`config.mk`:
```
export PLATFORM = sky130hd
export DESIGN_NAME = mc_ctrl_fsm_flat
export DESIGN_NICKNAME = d
export VERILOG_FILES = /design/src/rtl/mc_ctrl_fsm_if.sv /design/src/rtl/mc_ctrl_fsm.sv /design/src/flat_wrapper.sv
export SDC_FILE = /design/constraint.sdc
export NUM_CORES = 1
export LEC_CHECK = 0
export ABC_AREA = 0
export CORE_AREA = 2 2 43 45
export DETAILED_ROUTE_END_ITERATION = 10
export DIE_AREA = 0 0 45 47
export PLACE_DENSITY = 0.82
export RECOVER_POWER = 25
export SETUP_SLACK_MARGIN = 0.1
export SYNTH_ARGS = -nofsm -noshare
export SYNTH_HDL_FRONTEND = slang
export SYNTH_SLANG_ARGS = --single-unit
```
`constraint.sdc`:
```
create_clock -name clk -period 4.2 [get_ports clk]
set_input_delay 0.84 -clock clk [delete_from_list [all_inputs] [get_ports clk]]
set_output_delay 0.84 -clock clk [all_outputs]
set_load 0.005 [all_outputs]
```
`src/rtl/mc_ctrl_fsm_if.sv`:
```
// Control bundle between the multicycle CPU main FSM and its datapath.
// master = controller side (drives enables/selects), slave = datapath side (drives IR fields and zero).
interface mc_ctrl_fsm_if #(
    parameter int STATE_W = 4
);
    logic [5:0]         opcode;
    logic [5:0]         funct;
    logic               zero;
    logic               pc_write;
    logic [1:0]         pc_src;
    logic               ir_write;
    logic               mem_write;
    logic               reg_write;
    logic [1:0]         reg_dst;
    logic [1:0]         mem_to_reg;
    logic               alu_src_a;
    logic [1:0]         alu_src_b;
    logic               ext_op;
    logic [1:0]         alu_op;
    logic               illegal;
    logic [STATE_W-1:0] state;

    modport master (
        input  opcode, funct, zero,
        output pc_write, pc_src, ir_write, mem_write, reg_write, reg_dst,
               mem_to_reg, alu_src_a, alu_src_b, ext_op, alu_op, illegal, state
    );

    modport slave (
        output opcode, funct, zero,
        input  pc_write, pc_src, ir_write, mem_write, reg_write, reg_dst,
               mem_to_reg, alu_src_a, alu_src_b, ext_op, alu_op, illegal, state
    );
endinterface

```
`src/rtl/mc_ctrl_fsm.sv`:
```
// Main control FSM of the multicycle MIPS-subset CPU: sequences fetch/decode/execute/memory/writeback.
// Outputs are Moore except the BRANCH pc_write, which follows the ALU zero flag combinationally.
module mc_ctrl_fsm #(
    parameter bit HALT_ON_ILLEGAL = 1'b1,
    parameter int STATE_W         = 4
) (
    input logic           clk,
    input logic           rst,
    mc_ctrl_fsm_if.master bus
);

    typedef enum logic [3:0] {
        S_FETCH  = 4'd0,
        S_DECODE = 4'd1,
        S_MEMADR = 4'd2,
        S_MEMRD  = 4'd3,
        S_MEMWB  = 4'd4,
        S_MEMWR  = 4'd5,
        S_EXEC_R = 4'd6,
        S_RWB    = 4'd7,
        S_EXEC_I = 4'd8,
        S_IWB    = 4'd9,
        S_BRANCH = 4'd10,
        S_JUMP   = 4'd11,
        S_JAL    = 4'd12,
        S_JR     = 4'd13,
        S_HALT   = 4'd14
    } state_t;

    localparam logic [5:0] OP_RTYPE = 6'b000000;
    localparam logic [5:0] OP_J     = 6'b000010;
    localparam logic [5:0] OP_JAL   = 6'b000011;
    localparam logic [5:0] OP_BEQ   = 6'b000100;
    localparam logic [5:0] OP_ADDI  = 6'b001000;
    localparam logic [5:0] OP_ORI   = 6'b001101;
    localparam logic [5:0] OP_LW    = 6'b100011;
    localparam logic [5:0] OP_SW    = 6'b101011;

    localparam logic [5:0] FN_JR    = 6'b001000;
    localparam logic [5:0] FN_ADDU  = 6'b100001;
    localparam logic [5:0] FN_SUBU  = 6'b100011;
    localparam logic [5:0] FN_OR    = 6'b100101;
    localparam logic [5:0] FN_SLT   = 6'b101010;

    state_t r_state;
    state_t w_next_state;
    logic   r_illegal;

    logic w_is_lw;
    logic w_is_sw;
    logic w_is_r_alu;
    logic w_is_jr;
    logic w_is_beq;
    logic w_is_addi;
    logic w_is_ori;
    logic w_is_j;
    logic w_is_jal;
    logic w_decode_legal;

    // IR is held stable after FETCH, so opcode/funct can steer every later state.
    assign w_is_lw    = (bus.opcode == OP_LW);
    assign w_is_sw    = (bus.opcode == OP_SW);
    assign w_is_r_alu = (bus.opcode == OP_RTYPE) &&
                        ((bus.funct == FN_ADDU) || (bus.funct == FN_SUBU) ||
                         (bus.funct == FN_OR)   || (bus.funct == FN_SLT));
    assign w_is_jr    = (bus.opcode == OP_RTYPE) && (bus.funct == FN_JR);
    assign w_is_beq   = (bus.opcode == OP_BEQ);
    assign w_is_addi  = (bus.opcode == OP_ADDI);
    assign w_is_ori   = (bus.opcode == OP_ORI);
    assign w_is_j     = (bus.opcode == OP_J);
    assign w_is_jal   = (bus.opcode == OP_JAL);

    assign w_decode_legal = w_is_lw | w_is_sw | w_is_r_alu | w_is_jr | w_is_beq |
                            w_is_addi | w_is_ori | w_is_j | w_is_jal;

    always_ff @(posedge clk or negedge rst) begin
        if (!rst) begin
            r_state <= S_FETCH;
        end else begin
            r_state <= w_next_state;
        end
    end

    always_ff @(posedge clk or negedge rst) begin
        if (!rst) begin
            r_illegal <= 1'b0;
        end else if ((r_state == S_DECODE) && !w_decode_legal) begin
            r_illegal <= 1'b1;
        end
    end

    always_comb begin
        w_next_state   = S_FETCH;
        bus.pc_write   = 1'b0;
        bus.pc_src     = 2'b00;
        bus.ir_write   = 1'b0;
        bus.mem_write  = 1'b0;
        bus.reg_write  = 1'b0;
        bus.reg_dst    = 2'b00;
        bus.mem_to_reg = 2'b00;
        bus.alu_src_a  = 1'b0;
        bus.alu_src_b  = 2'b00;
        bus.ext_op     = 1'b0;
        bus.alu_op     = 2'b00;

        case (r_state)
            S_FETCH: begin
                bus.ir_write  = 1'b1;
                bus.pc_write  = 1'b1;
                bus.alu_src_b = 2'b01;
                w_next_state  = S_DECODE;
            end
            S_DECODE: begin
                // Branch target is precomputed here while the instruction is decoded.
                bus.alu_src_b = 2'b11;
                bus.ext_op    = 1'b1;
                if (w_is_lw || w_is_sw) begin
                    w_next_state = S_MEMADR;
                end else if (w_is_r_alu) begin
                    w_next_state = S_EXEC_R;
                end else if (w_is_jr) begin
                    w_next_state = S_JR;
                end else if (w_is_beq) begin
                    w_next_state = S_BRANCH;
                end else if (w_is_addi || w_is_ori) begin
                    w_next_state = S_EXEC_I;
                end else if (w_is_j) begin
                    w_next_state = S_JUMP;
                end else if (w_is_jal) begin
                    w_next_state = S_JAL;
                end else if (HALT_ON_ILLEGAL) begin
                    w_next_state = S_HALT;
                end else begin
                    w_next_state = S_FETCH;
                end
            end
            S_MEMADR: begin
                bus.alu_src_a = 1'b1;
                bus.alu_src_b = 2'b10;
                bus.ext_op    = 1'b1;
                w_next_state  = w_is_lw ? S_MEMRD : S_MEMWR;
            end
            S_MEMRD: begin
                w_next_state = S_MEMWB;
            end
            S_MEMWB: begin
                bus.reg_write  = 1'b1;
                bus.mem_to_reg = 2'b01;
            end
            S_MEMWR: begin
                bus.mem_write = 1'b1;
            end
            S_EXEC_R: begin
                bus.alu_src_a = 1'b1;
                bus.alu_op    = 2'b10;
                w_next_state  = S_RWB;
            end
            S_RWB: begin
                bus.reg_write = 1'b1;
                bus.reg_dst   = 2'b01;
            end
            S_EXEC_I: begin
                bus.alu_src_a = 1'b1;
                bus.alu_src_b = 2'b10;
                if (w_is_ori) begin
                    bus.alu_op = 2'b11;
                end else begin
                    bus.ext_op = 1'b1;
                end
                w_next_state = S_IWB;
            end
            S_IWB: begin
                bus.reg_write = 1'b1;
            end
            S_BRANCH: begin
                bus.alu_src_a = 1'b1;
                bus.alu_op    = 2'b01;
                bus.pc_src    = 2'b01;
                bus.pc_write  = bus.zero;
            end
            S_JUMP: begin
                bus.pc_write = 1'b1;
                bus.pc_src   = 2'b10;
            end
            S_JAL: begin
                // Link value is PC+4, which FETCH already wrote into PC.
                bus.pc_write   = 1'b1;
                bus.pc_src     = 2'b10;
                bus.reg_write  = 1'b1;
                bus.reg_dst    = 2'b10;
                bus.mem_to_reg = 2'b10;
            end
            S_JR: begin
                bus.pc_write = 1'b1;
                bus.pc_src   = 2'b11;
            end
            S_HALT: begin
                w_next_state = S_HALT;
            end
            default: begin
                w_next_state = S_FETCH;
            end
        endcase
    end

    assign bus.illegal = r_illegal;
    assign bus.state   = STATE_W'(r_state);

endmodule

```
`src/flat_wrapper.sv`:
```
// flat-port wrapper written by rule: the top's interface ports become plain ports
module mc_ctrl_fsm_flat 
#(
    parameter bit HALT_ON_ILLEGAL = 1'b1,
    parameter int STATE_W         = 4
)
  (clk, rst, bus_opcode, bus_funct, bus_zero, bus_pc_write, bus_pc_src, bus_ir_write, bus_mem_write, bus_reg_write, bus_reg_dst, bus_mem_to_reg, bus_alu_src_a, bus_alu_src_b, bus_ext_op, bus_alu_op, bus_illegal, bus_state);
  mc_ctrl_fsm_if #(.STATE_W(STATE_W)) bus_i ();
  input logic clk;
  input logic rst;
  input wire logic [$bits(bus_i.opcode)-1:0] bus_opcode;
  input wire logic [$bits(bus_i.funct)-1:0] bus_funct;
  input wire logic [$bits(bus_i.zero)-1:0] bus_zero;
  output wire logic [$bits(bus_i.pc_write)-1:0] bus_pc_write;
  output wire logic [$bits(bus_i.pc_src)-1:0] bus_pc_src;
  output wire logic [$bits(bus_i.ir_write)-1:0] bus_ir_write;
  output wire logic [$bits(bus_i.mem_write)-1:0] bus_mem_write;
  output wire logic [$bits(bus_i.reg_write)-1:0] bus_reg_write;
  output wire logic [$bits(bus_i.reg_dst)-1:0] bus_reg_dst;
  output wire logic [$bits(bus_i.mem_to_reg)-1:0] bus_mem_to_reg;
  output wire logic [$bits(bus_i.alu_src_a)-1:0] bus_alu_src_a;
  output wire logic [$bits(bus_i.alu_src_b)-1:0] bus_alu_src_b;
  output wire logic [$bits(bus_i.ext_op)-1:0] bus_ext_op;
  output wire logic [$bits(bus_i.alu_op)-1:0] bus_alu_op;
  output wire logic [$bits(bus_i.illegal)-1:0] bus_illegal;
  output wire logic [$bits(bus_i.state)-1:0] bus_state;
  assign bus_i.opcode = bus_opcode;
  assign bus_i.funct = bus_funct;
  assign bus_i.zero = bus_zero;
  assign bus_pc_write = bus_i.pc_write;
  assign bus_pc_src = bus_i.pc_src;
  assign bus_ir_write = bus_i.ir_write;
  assign bus_mem_write = bus_i.mem_write;
  assign bus_reg_write = bus_i.reg_write;
  assign bus_reg_dst = bus_i.reg_dst;
  assign bus_mem_to_reg = bus_i.mem_to_reg;
  assign bus_alu_src_a = bus_i.alu_src_a;
  assign bus_alu_src_b = bus_i.alu_src_b;
  assign bus_ext_op = bus_i.ext_op;
  assign bus_alu_op = bus_i.alu_op;
  assign bus_illegal = bus_i.illegal;
  assign bus_state = bus_i.state;
  mc_ctrl_fsm #(.HALT_ON_ILLEGAL(HALT_ON_ILLEGAL), .STATE_W(STATE_W)) u_core (.clk(clk), .rst(rst), .bus(bus_i));
endmodule
```
==> results.py <==
metrics = {
    "run_status": {
        "status": "finished clean",
    },
    "synth": {
        "synth_commonest_cells": "nand2_1 (13), clkbuf_1 (8), a21oi_1 (7), nor2_1 (7), nor3_1 (6)",
        "synth_top_family_by_area": "simple AND/OR/NAND/NOR gates",
        "yosysMostFrequentCell": "nand2_1",
        "synth_edf_count": 0,
        "synthArstFlopShare": 1.00,
        "ys_types": 34,
        "yosys.area.top_type": "dfrtp_1",
        "synth.area.top_cells": "dfrtp_1 (19%), nand2_1 (7.5%), a21oi_1 (5.4%), nor3_1 (4.6%), clkbuf_1 (4.6%)",
        "synth_ff_type": "dfrtp_1",
        "seq_area_frac_synth": 0.193,
        "synth-simple-area-share": 0.373,
        "ys_warn_count": 0,
        "synth_compound_area_frac": 0.284,
        "ys_seq_elements": 5,
        "synth-adder-area-share": 0,
        "avgSynthCellArea_um2": 6.75,
        "synth_nets": 111,
        "yosysTopAreaCellShare": 0.193,
        "netlist_area_um2": 648,
        "post_synth_mux_area_share": 0.0174,
        "synth_cells": 96,
        "synth_xor_area_frac": 0.0405,
    },
    "route": {
        "drc_errors": 0,
        "finalWirelength_mm": 1.93,
        "firstDrtPassIters": 4,
        "drtAntennaViolNets": 0,
        "vias_per_cell": 5.74,
        "wl_per_cell_um": 13.4,
        "drt_iter0_markers": 17,
        "via_count": 826,
    },
    "power_and_ir_drop": {
        "clkPwrFrac": 0.103,
        "max-vdd-ir-drop_mv": 0.219,
        "cellLeakagePower_uw": 0.000370,
        "power_uw": 556,
        "seqPwrFrac": 0.252,
        "power_density_nw_per_um2": 545,
        "combPwrFrac": 0.644,
        "power.internal_uw": 324,
        "power_switching_uw": 232,
        "sw_frac_of_total": 0.417,
    },
    "sta": {
        "finalClockSkew_ns": 0.00264,
        "fin_tns_setup_ns": 0,
        "layout_min_cycle_time_ns": 3.89,
        "drv_slew": 0,
        "tightest_slew_ns": 0.699,
        "max_freq_mhz": 257,
        "rsz0062_at_grt": "no",
        "fin_crit_sh": 0.926,
        "setup_viol": 0,
        "final-hold-violation-count": 0,
        "maxSlewHeadroom": 0.534,
    },
    "worst_hold_path": {
        "hp-class": "register to register",
    },
    "worst_setup_path": {
        "cp_slowest_cell": "or4b_4",
        "crit_top_cell": "clkdlybuf4s50_1",
        "worst-setup-path-type": "input pin to output pin",
        "crit_chain": "clkdlybuf4s50_1, or4b_4, or4_1, a21oi_1, clkdlybuf4s50_1",
        "arrival_ns": 3.05,
        "slowest_delay_ns": 0.56,
        "critPathRequiredTime_ns": 3.36,
        "crit_path_start_kind": "input pin",
        "worst-path-max-fanout": 4,
        "worstSetupEndpointType": "output pin",
    },
    "die": {
        "rows": 15,
        "die_h_um": 47,
        "io_pins": 36,
        "dieArea_um2": 2120,
        "start_util": 0.392,
        "core_area_um2": 1650,
        "die_x_um": 45,
    },
    "cts": {
        "cts_tree": "yes",
        "cts_setup_buffers": 0,
        "cts_made_buffers": 3,
        "hold_buffers": 0,
        "clk_pin_slew_worst_paths_ns": 0.05,
        "cts_resized": 0,
        "cts-root-buf": "clkbuf_4",
        "insertion_delay_ns": 0.25,
        "htree_levels": 1,
        "cts_buffer_depth": 2,
        "clock-sinks": 5,
    },
    "placed_design": {
        "portBuffers": 35,
        "gp_congestion": 0.826,
        "dp.final_hpwl_mm": 1.49,
        "place_area_um2": 993,
    },
    "global_route": {
        "met3_usage": 0.0231,
        "track_usage": 0.191,
        "grt_start_max_net_pins": 25,
        "grt_use_met1": 0.219,
        "overflow": 0,
        "met2_usage": 0.343,
        "grt_pass1_wl_mm": 2.93,
        "antenna_found_initial": 0,
        "grt_pass1_vias": 692,
        "busiest_layer": "met2",
    },
    "job": {
        "maxCapViolCount": 0,
    },
    "cells_and_area": {
        "final_nets": 143,
        "fin_area_um2": 1020,
        "drive_above_1_share": 0.0551,
        "syn_to_final_growth_pct": 57.3,
        "diodes": 0,
    },
}
[registers in the layout, indices dropped and copies added, names as in the netlist]
signal              cells
u_core.bus.illegal      1
u_core.bus.state        4
[critical path: cells and delay by family]
family / cells / cell delay [ns]
AO/OA/AOI/OAI: 1 / 0.17
AND/OR/NAND/NOR: 2 / 1.07
buffers and inverters: 2 / 0.97
[per-stage QoR]
| step | hold WS (ns) | setup WS, ns | utilization | instances |
|---|---|---|---|---|
| finish | 0.474 | 0.311 | 0.617 | 144 |
| global route | 0.492 | 0.265 | 0.617 | 144 |
| CTS | 0.488 | 0.329 | 0.617 | 144 |
| detailed placement | 0.477 | 0.334 | 0.602 | 140 |
| global placement | 0.460 | 0.338 | 0.602 | 140 |
| floorplan | 0.460 | 1.31 | - | 96 |
[area by class of cell]
type                       count  area (µm²)
sequential                     5         125
inverter                       5        18.8
multi-input combinational     76         463
clock buffer                   4        26.3
tap                           17        21.3
timing repair buffer          37         365
fill                         156         632
[layout by cell type, fill, tap and decap left out, types with 4 or more instances in the layout]
master           instances
dfrtp_1                  5
nor3_1                   6
nand2_1                 13
clkdlybuf4s50_1         32
inv_1                    5
nor2_1                   7
o22ai_1                  4
nand2b_1                 4
a21oi_1                  7
o21ai_0                  4
[cells by family after synthesis]
family,Yosys count
multiplexers,1
AND/OR/NAND/NOR,44
AO/OA/AOI/OAI,28
flip-flops,5
XOR/XNOR,3
buffers and inverters,15
[power by group through the flow]
stage / sequential (µW) / combinational (µW) / clock, µW
after floorplan: 77.6 / 229 / 0
after global placement: 139 / 353 / 0
after detailed placement: 140 / 359 / 0
after CTS: 139 / 359 / 58.7
after global routing: 146 / 394 / 63.3
final: 140 / 358 / 57.4
[routing by layer]
layer  part of all wire  vias to the layer above
met2               0.48                       30
met3              0.050                        6
met1               0.45                      378
li1                   -                      412
met5                  0                        -
met4              0.025                        0
[path summary, 6_finish.rpt]
check                                       to  cells past startpoint  slack (ns)                 from
setup / recovery                 bus_alu_op[1]                      5        0.31        bus_opcode[4]
hold / removal              u_core.bus.illegal                      2        0.47   u_core.bus.illegal
setup reg to reg           u_core.bus.state[0]                      4        2.28  u_core.bus.state[1]
hold reg to reg             u_core.bus.illegal                      2        0.47   u_core.bus.illegal
max in group asynchronous  u_core.bus.state[1]                      1        3.13                  rst
min in group asynchronous  u_core.bus.state[0]                      1        0.88                  rst
(Power assumes the default switching activity.)
